<file path="config.mk">
export PLATFORM = sky130hd
export DESIGN_NAME = mk_chan_accum
export DESIGN_NICKNAME = d
export VERILOG_FILES = /design/src/rtl/mk_chan_accum_pkg.sv /design/src/rtl/mk_chan_accum_lane.sv /design/src/rtl/mk_chan_accum.sv
export SDC_FILE = /design/constraint.sdc
export NUM_CORES = 1
export LEC_CHECK = 0
export BUFFER_PORTS_ARGS = -buffer_cell sky130_fd_sc_hd__buf_2
export CAP_MARGIN = 20
export CORE_MARGIN = 3
export CORE_UTILIZATION = 45
export CTS_CLUSTER_DIAMETER = 80
export DETAILED_ROUTE_END_ITERATION = 12
export HOLD_SLACK_MARGIN = 0.15
export PLACE_DENSITY = 0.74
export SYNTH_ARGS = -nofsm -noshare
export SYNTH_HDL_FRONTEND = slang
export SYNTH_SLANG_ARGS = --single-unit
</file>
<file path="constraint.sdc">
create_clock -name CLK -period 2.2 [get_ports CLK]
set_clock_uncertainty 0.15 [all_clocks]
set_input_delay 0.44 -clock CLK [delete_from_list [all_inputs] [get_ports CLK]]
set_output_delay 0.44 -clock CLK [all_outputs]
set_load 0.05 [all_outputs]
</file>
<file path="src/rtl/mk_chan_accum_pkg.sv">
// mk_chan_accum_pkg: shared state encoding, default sizes and index-width helper for mk_chan_accum.
package mk_chan_accum_pkg;
  localparam int DEF_W = 5;
  localparam int DEF_NCH = 4;
  localparam int DEF_CNT_W = 8;
  typedef enum logic [1:0] {IDLE, RUN, DRAIN} state_t;
  function automatic int idx_w(input int n);
    return n > 1 ? $clog2(n) : 1;
  endfunction
  localparam int DEF_IDX_W = idx_w(DEF_NCH);
endpackage

</file>
<file path="src/rtl/mk_chan_accum_lane.sv">
// mk_chan_accum_lane: one channel register with valid flag, result adder and check XOR.
module mk_chan_accum_lane
  import mk_chan_accum_pkg::*;
#(
  parameter int W = DEF_W
) (
  input  logic         clk,
  input  logic         rst_n,
  input  logic         wr_en,
  input  logic [W-1:0] wr_data,
  input  logic [W-1:0] c,
  input  logic [W-1:0] d,
  input  logic         en_check,
  output logic [W-1:0] result,
  output logic [W-1:0] check,
  output logic         rdy
);
  logic [W-1:0] value;
  logic         valid;
  always_ff @(posedge clk or negedge rst_n) begin
    if (!rst_n) begin
      value <= '0;
      valid <= 1'b0;
    end else if (wr_en) begin
      value <= wr_data;
      valid <= 1'b1;
    end else if (en_check && valid) begin
      valid <= 1'b0;
    end
  end
  assign result = valid ? value + c : '0;
  assign check  = valid ? value ^ d : '0;
  assign rdy    = valid;
endmodule

</file>
<file path="src/rtl/mk_chan_accum.sv">
// mk_chan_accum: start/run/drain accumulator filling NCH channels with a+(k+1)*b.
// Optional saturating mismatch counter enabled by MK_CHAN_ACCUM_MISMATCH_CNT_EN.
module mk_chan_accum
  import mk_chan_accum_pkg::*;
#(
  parameter int W = DEF_W,
  parameter int NCH = DEF_NCH
`ifdef MK_CHAN_ACCUM_MISMATCH_CNT_EN
  , parameter int CNT_W = DEF_CNT_W
`endif
) (
  input  logic             CLK,
  input  logic             RST_N,
  input  logic [W-1:0]     start_a,
  input  logic [W-1:0]     start_b,
  input  logic             EN_start,
  output logic             RDY_start,
  input  logic [NCH*W-1:0] variable_result_c,
  output logic [NCH*W-1:0] variable_result,
  output logic [NCH-1:0]   RDY_variable_result,
  input  logic [NCH*W-1:0] variable_check_d,
  input  logic [NCH-1:0]   EN_variable_check,
  output logic [NCH*W-1:0] variable_check,
  output logic [NCH-1:0]   RDY_variable_check
`ifdef MK_CHAN_ACCUM_MISMATCH_CNT_EN
  , output logic [CNT_W-1:0] mismatch_count
`endif
);
  localparam int IW = idx_w(NCH);
  state_t         state, state_nx;
  logic [W-1:0]   acc, step, sum;
  logic [IW-1:0]  idx;
  logic [NCH-1:0] valid;
  logic           last;
  assign RDY_start = state == IDLE;
  assign sum = acc + step;
  assign last = idx == IW'(NCH - 1);
  assign RDY_variable_result = valid;
  assign RDY_variable_check = valid;
  // DRAIN exits once no channel stays valid past this edge's accepted checks.
  always_comb begin
    state_nx = (state == IDLE && EN_start) ? RUN :
               (state == RUN && last) ? DRAIN :
               (state == DRAIN && ~|(valid & ~EN_variable_check)) ? IDLE : state;
  end
  always_ff @(posedge CLK or negedge RST_N) begin
    if (!RST_N) begin
      state <= IDLE;
      acc   <= '0;
      step  <= '0;
      idx   <= '0;
    end else begin
      state <= state_nx;
      if (RDY_start && EN_start) begin
        acc  <= start_a;
        step <= start_b;
        idx  <= '0;
      end else if (state == RUN) begin
        acc <= sum;
        idx <= idx + 1'b1;
      end
    end
  end
  for (genvar k = 0; k < NCH; k++) begin : g_lane
    mk_chan_accum_lane #(.W(W)) u_lane (
      .clk      (CLK),
      .rst_n    (RST_N),
      .wr_en    (state == RUN && idx == IW'(k)),
      .wr_data  (sum),
      .c        (variable_result_c[k*W +: W]),
      .d        (variable_check_d[k*W +: W]),
      .en_check (EN_variable_check[k]),
      .result   (variable_result[k*W +: W]),
      .check    (variable_check[k*W +: W]),
      .rdy      (valid[k])
    );
  end
`ifdef MK_CHAN_ACCUM_MISMATCH_CNT_EN
  localparam int SW = $clog2(NCH + 1);
  localparam int AW = (CNT_W > SW ? CNT_W : SW) + 1;
  logic [SW-1:0] mm_sum;
  logic [AW-1:0] cnt_nx;
  // A nonzero check value on an accepted check is exactly a mismatch.
  always_comb begin
    mm_sum = '0;
    for (int k = 0; k < NCH; k++)
      mm_sum = mm_sum + SW'(EN_variable_check[k] & valid[k] & |variable_check[k*W +: W]);
    cnt_nx = AW'(mismatch_count) + AW'(mm_sum);
  end
  always_ff @(posedge CLK or negedge RST_N) begin
    if (!RST_N) mismatch_count <= '0;
    else mismatch_count <= cnt_nx > AW'({CNT_W{1'b1}}) ? '1 : cnt_nx[CNT_W-1:0];
  end
`endif
endmodule
</file>
==> results_dict.tcl <==
set metrics [dict create \
    syn_inst 297 \
    final_core_util_pct 69.12 \
    comb_power_share_pct 72.8 \
    fmax_mhz 395.7 \
    power.switching_w 0.003536 \
    cts_made_buffers 5 \
    start_util_pct 48.41 \
    die-area_sq_um 7118 \
    hold_ws_ns 0.2021 \
    multi_input_area_sq_um 1859 \
    total_power_w 0.006782 \
    boundaryPins 106 \
    irDropWorstVdd_v 0.001058 \
    avgSynthCellArea_sq_um 9.306 \
    hold_viol 0 \
    final-seq-area_sq_um 950.9 \
    tritoncts "done" \
    finalSetupViolations 16 \
    place_inst 480 \
    cp.arrival_ns 1.94 \
    vias 2461 \
    coreArea_sq_um 5709 \
    cp-start-kind "flip-flop" \
    clkTransAtPathRegs_ns 0.07 \
    yosys_warnings 0 \
    p_int_w 0.003247 \
    ant_nets 0 \
    slew_headroom_pct 68.15 \
    syn-cell-area_sq_um 2764 \
    path_max_fanout 2 \
    clock_power_share_pct 6.6 \
    period_share_pct 114.9 \
    dp_hpwl_mm 4.962 \
    insertion_delay_ns 0.29 \
    grt_start_max_net_pins 39 \
    synth_largest_area_cell "dfrtp_1" \
    p_seq_share_pct 20.7 \
    grt_pass1_vias 2455 \
    area_growth_pct 42.78 \
    post_dp_cell_area_sq_um 3606 \
    holdCritStartpoint "EN_variable_check[3]" \
    drt_iter0_drc 69 \
    ys_ff_latch 38 \
    slew_viol_final 0 \
    cts-root-buf "clkbuf_8" \
    cts_buffer_depth 2 \
    ys_top_cells_by_area "dfrtp_1 34%, ha_1 11%, xor2_1 7.0%" \
    min_period_ns 2.527 \
    worst_slew_pin_slew_ns 0.4778 \
    drtPass1Iterations 4 \
    clkSinkCount 38 \
    rsz0062_at_grt "yes" \
    synth_cell_type_count 34 \
    synth_top_cell_area_share_pct 34.40 \
    grt_pass1_wl_mm 10.76 \
    path_class "reg -> out" \
    min-delay-path-class "in -> reg" \
    end_kind "primary output" \
    synth.yosys.seq_area_share_pct 34.40 \
    grt.overflow.total 0 \
    crit-reg2reg-launch "acc[0]" \
    layout_commonest_cell "buf_2" \
    die_y_um 84.37 \
    row_count 27 \
    antenna_found_initial 0 \
    n_fill_cell 466 \
    synth_nets 383 \
    crit_start "g_lane[2].u_lane.value[0]" \
    wirelength_mm 6.589 \
    die_w_um 84.37 \
    violations "negative setup slack" \
    antenna_cells 0 \
    htreeDepth 2 \
    switching_share_pct 52.13 \
    final_cell_mix "89 x buf_2, 38 x dfrtp_1, 31 x buf_4, 26 x nand2_1" \
    drc_errors 0 \
    stdcell_count 498 \
    via_per_inst 4.942 \
    worst_slack_ns -0.3274 \
    final_area_sq_um 3946 \
    powerDensity_nw_per_um2 1719 \
    gp_congestion 0.7824 \
    drive_gt1_share_pct 45.31 \
    cap_violations 0 \
    grt.total_usage_pct 18.33 \
    cp.required_ns 1.61 \
    io_buffers 105 \
    status "complete, but fails checks" \
    wl_per_cell_um 13.23 \
    power.leakage_nw 2.076 \
    nNetsFinal 512 \
]
routing by layer:
| layer | global-route usage, % | vias up | part of all wire (%) |
|---|---|---|---|
| li1 | - | 1225 | - |
| met1 | 21.72 | 1172 | 41 |
| met2 | 33.79 | 58 | 53 |
| met3 | 3.533 | 6 | 4.8 |
| met4 | 4.892 | 0 | 0.77 |
| met5 | 0 | - | 0 |
synth_stat cells:
library cell,count
a21boi_0,3
a21o_1,10
a21oi_1,7
a221o_1,2
a22oi_1,3
and2_1,22
buf_2,2
buf_4,9
clkbuf_1,5
dfrtp_1,38
fa_1,5
ha_1,24
inv_1,24
mux2_1,3
mux2_2,4
mux2i_1,2
nand2_1,26
nand2_4,3
nand2b_1,5
nand3_1,5
nor2_1,15
nor2_2,1
nor2b_1,12
nor3_1,4
nor3b_1,3
nor3b_2,1
o211ai_1,1
o21ai_0,24
o21ai_1,1
o2bb2ai_1,1
o31ai_1,1
xnor2_1,8
xnor3_1,1
xor2_1,22
sequential cells by signal (all words and copies together), names as in the netlist:
| register | flops |
|---|---|
| g_lane.u_lane.rdy | 4 |
| g_lane.u_lane.value | 20 |
| idx | 2 |
| acc | 5 |
| step | 5 |
| state | 2 |
stage by stage:
stage                     setup TNS, ns  worst slack (ns)
after floorplan                 -0.6794           -0.1812
after global placement           -1.674           -0.3525
after detailed placement         -1.919           -0.4020
after CTS                        -2.347           -0.3528
after global routing             -3.611           -0.4113
final                            -2.351           -0.3274
final cells by class:
type	count	area share [%]
flip-flops and latches	38	24.10
multi-input cells	219	47.11
repair buffers	138	22.29
inverters	24	2.283
well taps	72	2.283
clock buffers	7	1.934
logic make-up (layout without fill, tap and decap cells):
| family | Yosys count | after routing | synth area share, % |
|---|---|---|---|
| buffers and inverters | 40 | 169 | 6.745 |
| XOR/XNOR | 31 | 31 | 10.32 |
| flip-flops | 38 | 38 | 34.40 |
| AO/OA/AOI/OAI | 53 | 53 | 11.72 |
| AND/OR/NAND/NOR | 97 | 97 | 18.74 |
| multiplexers | 9 | 9 | 3.576 |
| adder cells (fa/ha/maj) | 29 | 29 | 14.49 |
path summary, 6_finish.rpt:
path | end | slack (ns) | cells after the start
setup reg to reg | g_lane[1].u_lane.value[4] | 0.13 | 7
max in group asynchronous | g_lane[1].u_lane.value[3] | 0.98 | 3
setup / recovery | variable_result[14] | -0.33 | 8
hold reg to reg | acc[0] | 0.34 | 2
min in group asynchronous | acc[3] | 0.57 | 3
hold / removal | g_lane[3].u_lane.rdy | 0.20 | 2
power by group through the flow:
stage	Sequential [W]	Clock [W]	Combinational, W
final	0.00140	0.000445	0.00493
after global routing	0.00147	0.000486	0.00534
after CTS	0.00141	0.000454	0.00489
after detailed placement	0.00142	0	0.00452
after global placement	0.00140	0	0.00442
after floorplan	0.00132	0	0.00346
worst max-delay path, cell delays in order, from the launching register on:
cell and delay, ns:
dfrtp_1 0.36, ha_2 0.20, inv_2 0.04, fa_2 0.36, nor2b_4 0.13, o21ai_2 0.06
a21o_1 0.19, a21boi_4 0.13, buf_6 0.17
timing repair:
action	CTS	global route
endpoints found under the hold margin	38	0
pin swaps	16	3
hold buffers	1	0
setup endpoints to repair	16	19
resized for setup	50	3
buffers inserted	9	4
cloned	0	0
Note: power is estimated with default switching activity, not from simulation.
